File: config.mk
export PLATFORM = sky130hd
export DESIGN_NAME = raster_setup_ctrl
export DESIGN_NICKNAME = d
export VERILOG_FILES = /design/src/rtl/raster_setup_ctrl.sv
export SDC_FILE = /design/constraint.sdc
export NUM_CORES = 1
export LEC_CHECK = 0
export BUFFER_PORTS_ARGS = -buffer_cell sky130_fd_sc_hd__buf_2
export CORE_AREA = 2 2 173 175
export DETAILED_ROUTE_END_ITERATION = 12
export DIE_AREA = 0 0 175 177
export SKIP_CTS_REPAIR_TIMING = 1
export SLEW_MARGIN = 20
export SYNTH_ARGS = -nofsm -noshare
export SYNTH_HDL_FRONTEND = slang
export SYNTH_SLANG_ARGS = --single-unit
File: constraint.sdc
create_clock -name clk -period 4.25 [get_ports clk]
set_clock_uncertainty 0.1 [all_clocks]
set_input_delay 0.425 -clock clk [delete_from_list [all_inputs] [get_ports clk]]
set_output_delay 0.425 -clock clk [all_outputs]
set_load 0.02 [all_outputs]
File: src/rtl/raster_setup_ctrl.sv
// Triangle setup sequencer: drives the edge setup unit, culls and clips,
// then hands accepted triangles to the rasterizer.
module raster_setup_ctrl #(
  parameter int SCR_W     = 256,
  parameter int SCR_H     = 128,
  parameter int CAP_DELAY = 1,
  parameter int TIMEOUT   = 16
) (
  input  logic        clk,
  input  logic        rst,
  input  logic        tri_valid,
  output logic        tri_ready,
  input  logic [8:0]  tri_v1x,
  input  logic [8:0]  tri_v2x,
  input  logic [8:0]  tri_v3x,
  input  logic [7:0]  tri_v1y,
  input  logic [7:0]  tri_v2y,
  input  logic [7:0]  tri_v3y,
  input  logic        cull_en,
  output logic [8:0]  eu_v1x,
  output logic [8:0]  eu_v2x,
  output logic [8:0]  eu_v3x,
  output logic [7:0]  eu_v1y,
  output logic [7:0]  eu_v2y,
  output logic [7:0]  eu_v3y,
  output logic        eu_start,
  input  logic        eu_done,
  input  logic [9:0]  eu_a1,
  input  logic [9:0]  eu_b1,
  input  logic [9:0]  eu_a2,
  input  logic [9:0]  eu_b2,
  input  logic [9:0]  eu_a3,
  input  logic [9:0]  eu_b3,
  input  logic [17:0] eu_c1,
  input  logic [17:0] eu_c2,
  input  logic [17:0] eu_c3,
  input  logic [8:0]  eu_bbxi,
  input  logic [8:0]  eu_bbxf,
  input  logic [7:0]  eu_bbyi,
  input  logic [7:0]  eu_bbyf,
  output logic        ras_valid,
  input  logic        ras_ready,
  output logic [9:0]  ras_a1,
  output logic [9:0]  ras_b1,
  output logic [9:0]  ras_a2,
  output logic [9:0]  ras_b2,
  output logic [9:0]  ras_a3,
  output logic [9:0]  ras_b3,
  output logic [17:0] ras_c1,
  output logic [17:0] ras_c2,
  output logic [17:0] ras_c3,
  output logic [8:0]  ras_bbxi,
  output logic [8:0]  ras_bbxf,
  output logic [7:0]  ras_bbyi,
  output logic [7:0]  ras_bbyf,
  output logic [15:0] tri_count,
  output logic [15:0] cull_count,
  output logic        err_timeout
);

  localparam int CW = $clog2(TIMEOUT) + 2;
  localparam logic [CW-1:0] TO_LAST = CW'(TIMEOUT - 1);
  localparam logic [CW-1:0] DL_LAST =
    CW'((CAP_DELAY > 0) ? CAP_DELAY - 1 : 0);
  localparam logic signed [9:0] XMAX = 10'(SCR_W - 1);
  localparam logic signed [8:0] YMAX = 9'(SCR_H - 1);

  typedef enum logic [2:0] {
    S_IDLE,
    S_START,
    S_WAIT,
    S_DELAY,
    S_CAPTURE,
    S_OUT
  } state_t;

  state_t        state;
  logic [CW-1:0] cnt;

  logic signed [19:0] area;
  logic signed [9:0]  bxi;
  logic signed [9:0]  bxf;
  logic signed [8:0]  byi;
  logic signed [8:0]  byf;
  logic               offscreen;
  logic               cull;
  logic [8:0]         clip_xi;
  logic [8:0]         clip_xf;
  logic [7:0]         clip_yi;
  logic [7:0]         clip_yf;

  assign tri_ready = (state == S_IDLE);

  // Capture and the cull decision share one cycle to meet the latency target
  always_comb begin
    area = {{2{eu_c1[17]}}, eu_c1}
         + {{2{eu_c2[17]}}, eu_c2}
         + {{2{eu_c3[17]}}, eu_c3};
    bxi = {eu_bbxi[8], eu_bbxi};
    bxf = {eu_bbxf[8], eu_bbxf};
    byi = {eu_bbyi[7], eu_bbyi};
    byf = {eu_bbyf[7], eu_bbyf};
    offscreen = bxf[9] || (bxi > XMAX)
             || byf[8] || (byi > YMAX);
    cull = (area == 20'sd0)
        || (cull_en && area[19])
        || offscreen;
    clip_xi = bxi[9] ? 9'd0 : bxi[8:0];
    clip_xf = (bxf > XMAX) ? XMAX[8:0] : bxf[8:0];
    clip_yi = byi[8] ? 8'd0 : byi[7:0];
    clip_yf = (byf > YMAX) ? YMAX[7:0] : byf[7:0];
  end

  always_ff @(posedge clk) begin
    if (rst) begin
      state       <= S_IDLE;
      cnt         <= '0;
      eu_v1x      <= '0;
      eu_v2x      <= '0;
      eu_v3x      <= '0;
      eu_v1y      <= '0;
      eu_v2y      <= '0;
      eu_v3y      <= '0;
      eu_start    <= 1'b0;
      ras_valid   <= 1'b0;
      ras_a1      <= '0;
      ras_b1      <= '0;
      ras_a2      <= '0;
      ras_b2      <= '0;
      ras_a3      <= '0;
      ras_b3      <= '0;
      ras_c1      <= '0;
      ras_c2      <= '0;
      ras_c3      <= '0;
      ras_bbxi    <= '0;
      ras_bbxf    <= '0;
      ras_bbyi    <= '0;
      ras_bbyf    <= '0;
      tri_count   <= '0;
      cull_count  <= '0;
      err_timeout <= 1'b0;
    end else begin
      eu_start    <= 1'b0;
      err_timeout <= 1'b0;
      unique case (state)
        S_IDLE: begin
          if (tri_valid) begin
            eu_v1x   <= tri_v1x;
            eu_v2x   <= tri_v2x;
            eu_v3x   <= tri_v3x;
            eu_v1y   <= tri_v1y;
            eu_v2y   <= tri_v2y;
            eu_v3y   <= tri_v3y;
            eu_start <= 1'b1;
            state    <= S_START;
          end
        end
        S_START: begin
          cnt   <= '0;
          state <= S_WAIT;
        end
        S_WAIT: begin
          if (eu_done) begin
            cnt   <= '0;
            state <= (CAP_DELAY == 0) ? S_CAPTURE : S_DELAY;
          end else if (cnt == TO_LAST) begin
            err_timeout <= 1'b1;
            state       <= S_IDLE;
          end else begin
            cnt <= cnt + 1'b1;
          end
        end
        S_DELAY: begin
          if (cnt == DL_LAST) state <= S_CAPTURE;
          else                cnt   <= cnt + 1'b1;
        end
        S_CAPTURE: begin
          ras_a1   <= eu_a1;
          ras_b1   <= eu_b1;
          ras_a2   <= eu_a2;
          ras_b2   <= eu_b2;
          ras_a3   <= eu_a3;
          ras_b3   <= eu_b3;
          ras_c1   <= eu_c1;
          ras_c2   <= eu_c2;
          ras_c3   <= eu_c3;
          ras_bbxi <= clip_xi;
          ras_bbxf <= clip_xf;
          ras_bbyi <= clip_yi;
          ras_bbyf <= clip_yf;
          if (cull) begin
            cull_count <= cull_count + 16'd1;
            state      <= S_IDLE;
          end else begin
            ras_valid <= 1'b1;
            state     <= S_OUT;
          end
        end
        S_OUT: begin
          if (ras_ready) begin
            ras_valid <= 1'b0;
            tri_count <= tri_count + 16'd1;
            state     <= S_IDLE;
          end
        end
        default: state <= S_IDLE;
      endcase
    end
  end

endmodule

## Word level (Yosys, flattened, before mapping)

Index checks and enable logic that the tools add are counted.

| cells by class | value |
|---|---|
| mux-type cells | 20 |
| reduce and logical (&&, ||, !) cells | 19 |
| eq/ne operators | 13 |
| multipliers | 0 |
| magnitude comparators | 4 |
| shift operators | 0 |
| divide/modulo/power cells | 0 |
| bitwise logic cells | 2 |
| add/subtract/negate cells | 5 |

Operator list:

| kind | number |
|---|---|
| 16-bit by 1-bit adder with 16-bit output, second input constant | 2 |
| 19-bit by 18-bit adder with 20-bit output | 1 |
| 20-bit logical NOT | 1 |
| 18-bit by 18-bit adder with 19-bit output | 1 |
| 9-bit greater-than comparator, second input constant | 2 |
| 3-bit 2-to-1 mux | 6 |
| 6-bit 2-to-1 mux | 3 |
| 3-bit one-hot mux with 6 select lines | 1 |
| 6-bit one-hot mux with 3 select lines | 1 |
| 8-bit greater-than comparator, second input constant | 2 |
| 8-bit 2-to-1 mux | 2 |
| 2-bit != test, second input constant | 5 |
| 9-bit 2-to-1 mux | 1 |
| 7-bit 2-to-1 mux | 1 |
| 6-bit by 1-bit adder with 6-bit output, second input constant | 1 |
| 3-bit by 2-bit == test with 1-bit output, second input constant | 2 |
| 3-bit == test, second input constant | 2 |
| 6-bit by 4-bit == test with 1-bit output, second input constant | 1 |
| 6-bit logical NOT | 1 |
| 3-bit != test, second input constant | 2 |
| 2-bit AND reduction | 3 |
| 3-bit AND reduction | 2 |
| 1-bit logical OR | 5 |
| 1-bit 2-to-1 mux | 4 |
| 10 further kinds | 11 |

| word-level totals | value |
|---|---|
| bits in latches | 0 |
| memories kept | 0 |
| register bits | 243 |
| bits in read-only memories | 0 |
| RAM bits | 0 |
| input port bits | 205 |

## Depth between registers and ports, before layout

| logic depth | value |
|---|---|
| word-level depth | 7 |
| depth in mapped cells | 17 |
| mapped depth without buffers | 15 |

## Worst setup path before layout

Ideal clock, no wire load.

| timing path | value |
|---|---|
| path kind | in2reg |
| start point | input eu_c1[1] |
| end point | register cull_count[12] |
| path buffers | 1 |
| stages on the path | 14 |
| arrival time | 3.744 ns |
| setup slack | 0.285 ns |
| path through | fa_1 -> ha_1 -> inv_1 -> fa_1 -> nand2_1 -> a2111oi_0 -> nor4b_1 -> o2111ai_1 -> a211o_1 -> nor4_1 -> a31oi_2 -> buf_6 -> nor4_1 -> mux2_2 |

| on the way | value |
|---|---|
| cells in the longest elaborated chain, start to end | 6 |

RTL lines:

| element | line | source |
|---|---|---|
| start: declaration | 34 | `input logic [17:0] eu_c1,` |
| 18-bit by 18-bit adder with 19-bit output * | 97 | `+ {{2{eu_c2[17]}}, eu_c2}` |
| 19-bit by 18-bit adder with 20-bit output * | 98 | `+ {{2{eu_c3[17]}}, eu_c3};` |
| 20-bit logical NOT or 1-bit logical AND (tied branches) | 105, 106 |  |
| 1-bit logical OR * | 106 | `\|\| (cull_en && area[19])` |
| 1-bit logical OR * | 107 | `\|\| offscreen;` |
| 2-bit AND reduction (no source line) * | n/a |  |
| end signal: assignment | 192 | `cull_count <= cull_count + 16'd1;` |
| end: declaration | 57 | `output logic [15:0] cull_count,` |

Every way passes the cells marked *; elsewhere a longest branch is shown, timed or not.
A chain may end at the register's enable or synchronous reset.

## Worst setup path after layout

Same ends and word-level chain as after synthesis.

==> impl_metrics.ini <==
[final_layout]
layout.nets = 1934
syn_to_final_growth_pct = 32.78
fin_util_pct = 46.82
drive_above_1_share_pct = 29.93

[clocking]
cts_tree = yes
cts.clk_slew.worst_paths_ns = 0.06
htree_levels = 1
clk_path_buf_depth = 3
clock_sinks = 241
cts_root_buf = clkbuf_16
numCtsBuffers = 26
insertion_delay_ns = 0.52

[detailed_routing]
dr.pass1.iters = 5
post_drt_wl_per_cell_um = 16.03
wirelength_um = 33590
drc = 0
vias = 10260
dr.first_iter.drc_count = 568
ant_nets = 0
via_per_inst = 4.898

[floorplanning]
rows = 63
coreArea_mm2 = 0.02924
die_x_um = 175
io_pins = 440
die_y_um = 177
initial_core_util_pct = 35.26
die_area_mm2 = 0.03098

[grt]
overflow = 0
grt_pass1_vias = 9514
grt_max_degree = 140
antenna_found_initial = 2
grt_usage_pct = 20.30
grt_first_pass_wirelength_um = 51520

[synth]
synth.cell_area_mm2 = 0.01031
yosys-top-cells-area = dfxtp_1 (47%), nand2_1 (15%), a21oi_1 (12%)
synth_compound_area_share_pct = 17.47
ys_async_sr_fraction_pct = 0
synth-xor-area-share_pct = 1.953
synth_largest_area_cell = dfxtp_1
ys_seq_area_share_pct = 46.78
synth_top_area_share_pct = 46.78
synth-edff-count = 0
synth_top_family_by_area = simple AND/OR/NAND/NOR gates
ys_types = 59
yosys_warnings = 0
synthAdderAreaFrac_pct = 6.358
syn_area_per_cell_um2 = 7.994
synthMuxAreaShare_pct = 0.2063
ys.flop_type = dfxtp_1
ys_seq_elements = 241
syn_inst = 1290
synthSimpleGateAreaFrac_pct = 22.87

[timing]
final-hold-violation-count = 0
max_freq_ghz = 0.2584
worst-slew-pin-transition_ns = 1.127
finalCriticalPeriod_ns = 3.870
rsz0062_at_grt = false
setup-tns-final_ns = 0
hold_slack_ns = 0.03462
drv_slew = 0
setup_viol = 0
layout_setup_ws_ns = 0.3804
min_period_over_period_pct = 91.05
relSlewSlack_pct = 24.89

[worst_setup_path]
r2r-start = state[0]
start_kind = primary input
r2r_slack_ns = 1.77
cp-startpoint = eu_c1[1]
path_cells = buf_2 > fa_1 > ha_1 > inv_1 > fa_1 > nand2_1 > a2111oi_0 > nor4b_1 > o2111ai_1 > a211o_1 > nor4_1 > a31oi_2 > buf_12 > nor4_1 > mux2_2
reg2reg_depth = 5
timing.rr.end = ras_b3[5]
arrival_ns = 4.18
crit_path_end_kind = flip-flop
critical_path_class = primary input to flip-flop
cpPeakStageDelay_ns = 0.54
cpMaxStageDelayCell = fa_1
crit_end = cull_count[12]
required_ns = 4.56
cp_max_fo = 27

[pwr]
vdd_ir_drop_max_v = 0.0002956
p_leak_nw = 6.021
powerDensity_mw_per_mm2 = 442.0

[place]
hpwl_um = 24450
dpl_worst_slack_ns = -0.1106
io_buffers = 437
gp_congestion = 0.9510

[job]
drv_cap = 0

[worst_hold_path]
hold_class = primary input to flip-flop

[run_status]
status = finished, final reports clean
-- critical path: cells and delay by family --
family | cells | cell delay, ns
AND/OR/NAND/NOR | 4 | 0.95
AO/OA/AOI/OAI | 4 | 0.86
multiplexers | 1 | 0.37
adder cells (fa/ha/maj) | 3 | 1.19
buffers and inverters | 3 | 0.37
-- cell type report --
| type | instances | area (um2) |
|---|---|---|
| fill | 2984 | 15550 |
| multi-input combinational | 938 | 5069 |
| sequential | 241 | 4825 |
| timing repair buffer | 460 | 2404 |
| clock buffer | 40 | 804.5 |
| tap | 390 | 488.0 |
| inverter | 21 | 78.83 |
| clock inverter | 4 | 22.52 |
| antenna | 1 | 2.502 |
-- worst min path at each step --
stage                 from           to  slack, ns  cells after the start
2_1_floorplan       cnt[5]       cnt[5]       0.38                      2
3_3_place_gp   ras_bbxi[4]  ras_bbxi[4]       0.34                      2
3_5_place_dp   ras_bbxi[5]  ras_bbxi[5]       0.34                      2
4_1_cts         tri_v2x[3]    eu_v2x[3]      0.007                      3
5_1_grt         tri_v2x[5]    eu_v2x[5]       0.02                      3
6_report        tri_v2x[3]    eu_v2x[3]       0.03                      3
-- per-layer routing --
metal / wire length [um] / vias to the layer above / share of wire (%) / GRT usage (%)
li1: - / 5127 / - / -
met1: 14120 / 4767 / 42 / 25.30
met3: 2280 / 34 / 6.8 / 4.081
met5: 11 / - / 0.033 / 0
met4: 463 / 2 / 1.4 / 4.271
met2: 16720 / 332 / 50 / 36.28
-- through the flow --
stage	std cells	total power [mW]	cell area (um2)
after floorplan	1291	3.401	10320
after global placement	2050	3.882	12850
after detailed placement	2050	3.897	12850
after CTS	2094	6.106	13680
after global routing	2095	6.360	13690
final	2095	6.052	13690
-- synthesized netlist by cell type, drive strengths merged, types with 4 or more instances --
cell type,number
nand2,411
dfxtp,241
a21oi,238
clkbuf,84
nor2,38
ha,22
inv,21
o21ai,20
fa,19
nand3b,17
xor2,17
o31ai,14
nand3,12
nand4,12
and3,11
or4,11
nor2b,8
or3,8
buf,7
nor3,6
xnor2,6
a21o,5
and2,4
nor4,4
-- kinds of logic after synthesis --
kind of cell / Yosys count
buf+inv: 112
mux: 2
simple gates: 552
xor+xnor: 23
other cells: 1
fa+ha+maj: 41
compound gates: 318
flops: 241
-- cells in the final DEF (no fill, tap or decap), types with 4 or more instances in the layout --
master and count:
or3_1 8, buf_2 436, ha_1 22, clkbuf_1 5, nor3_1 6, a21o_1 5, o21ai_0 18, clkbuf_8 8
o31ai_1 14, nand4_1 12, buf_4 20, nand3b_1 17, nand3_1 12, clkbuf_16 27, or4_1 11, nor4_1 4
nand2_1 409, xnor2_1 6, nor2b_1 8, nor2_1 38, a21oi_1 237, fa_1 19, and3_1 11, xor2_1 17
inv_1 21, dfxtp_1 241
-- registers in the layout, indices dropped and copies added, names as in the netlist, 3 cells and up --
name,cells
cnt,6
cull_count,16
eu_v1x,9
eu_v1y,8
eu_v2x,9
eu_v2y,8
eu_v3x,9
eu_v3y,8
ras_a1,10
ras_a2,10
ras_a3,10
ras_b1,10
ras_b2,10
ras_b3,10
ras_bbxf,9
ras_bbxi,8
ras_bbyf,8
ras_bbyi,7
ras_c1,18
ras_c2,18
ras_c3,18
state,3
tri_count,16
-- where the power goes --
group | total (mW) | internal [mW] | switching [mW]
clock network | 2.20 | 1.29 | 0.909
registers | 2.48 | 2.40 | 0.0856
logic | 1.37 | 0.491 | 0.880
No activity file was read; power rests on OpenSTA's default activity.
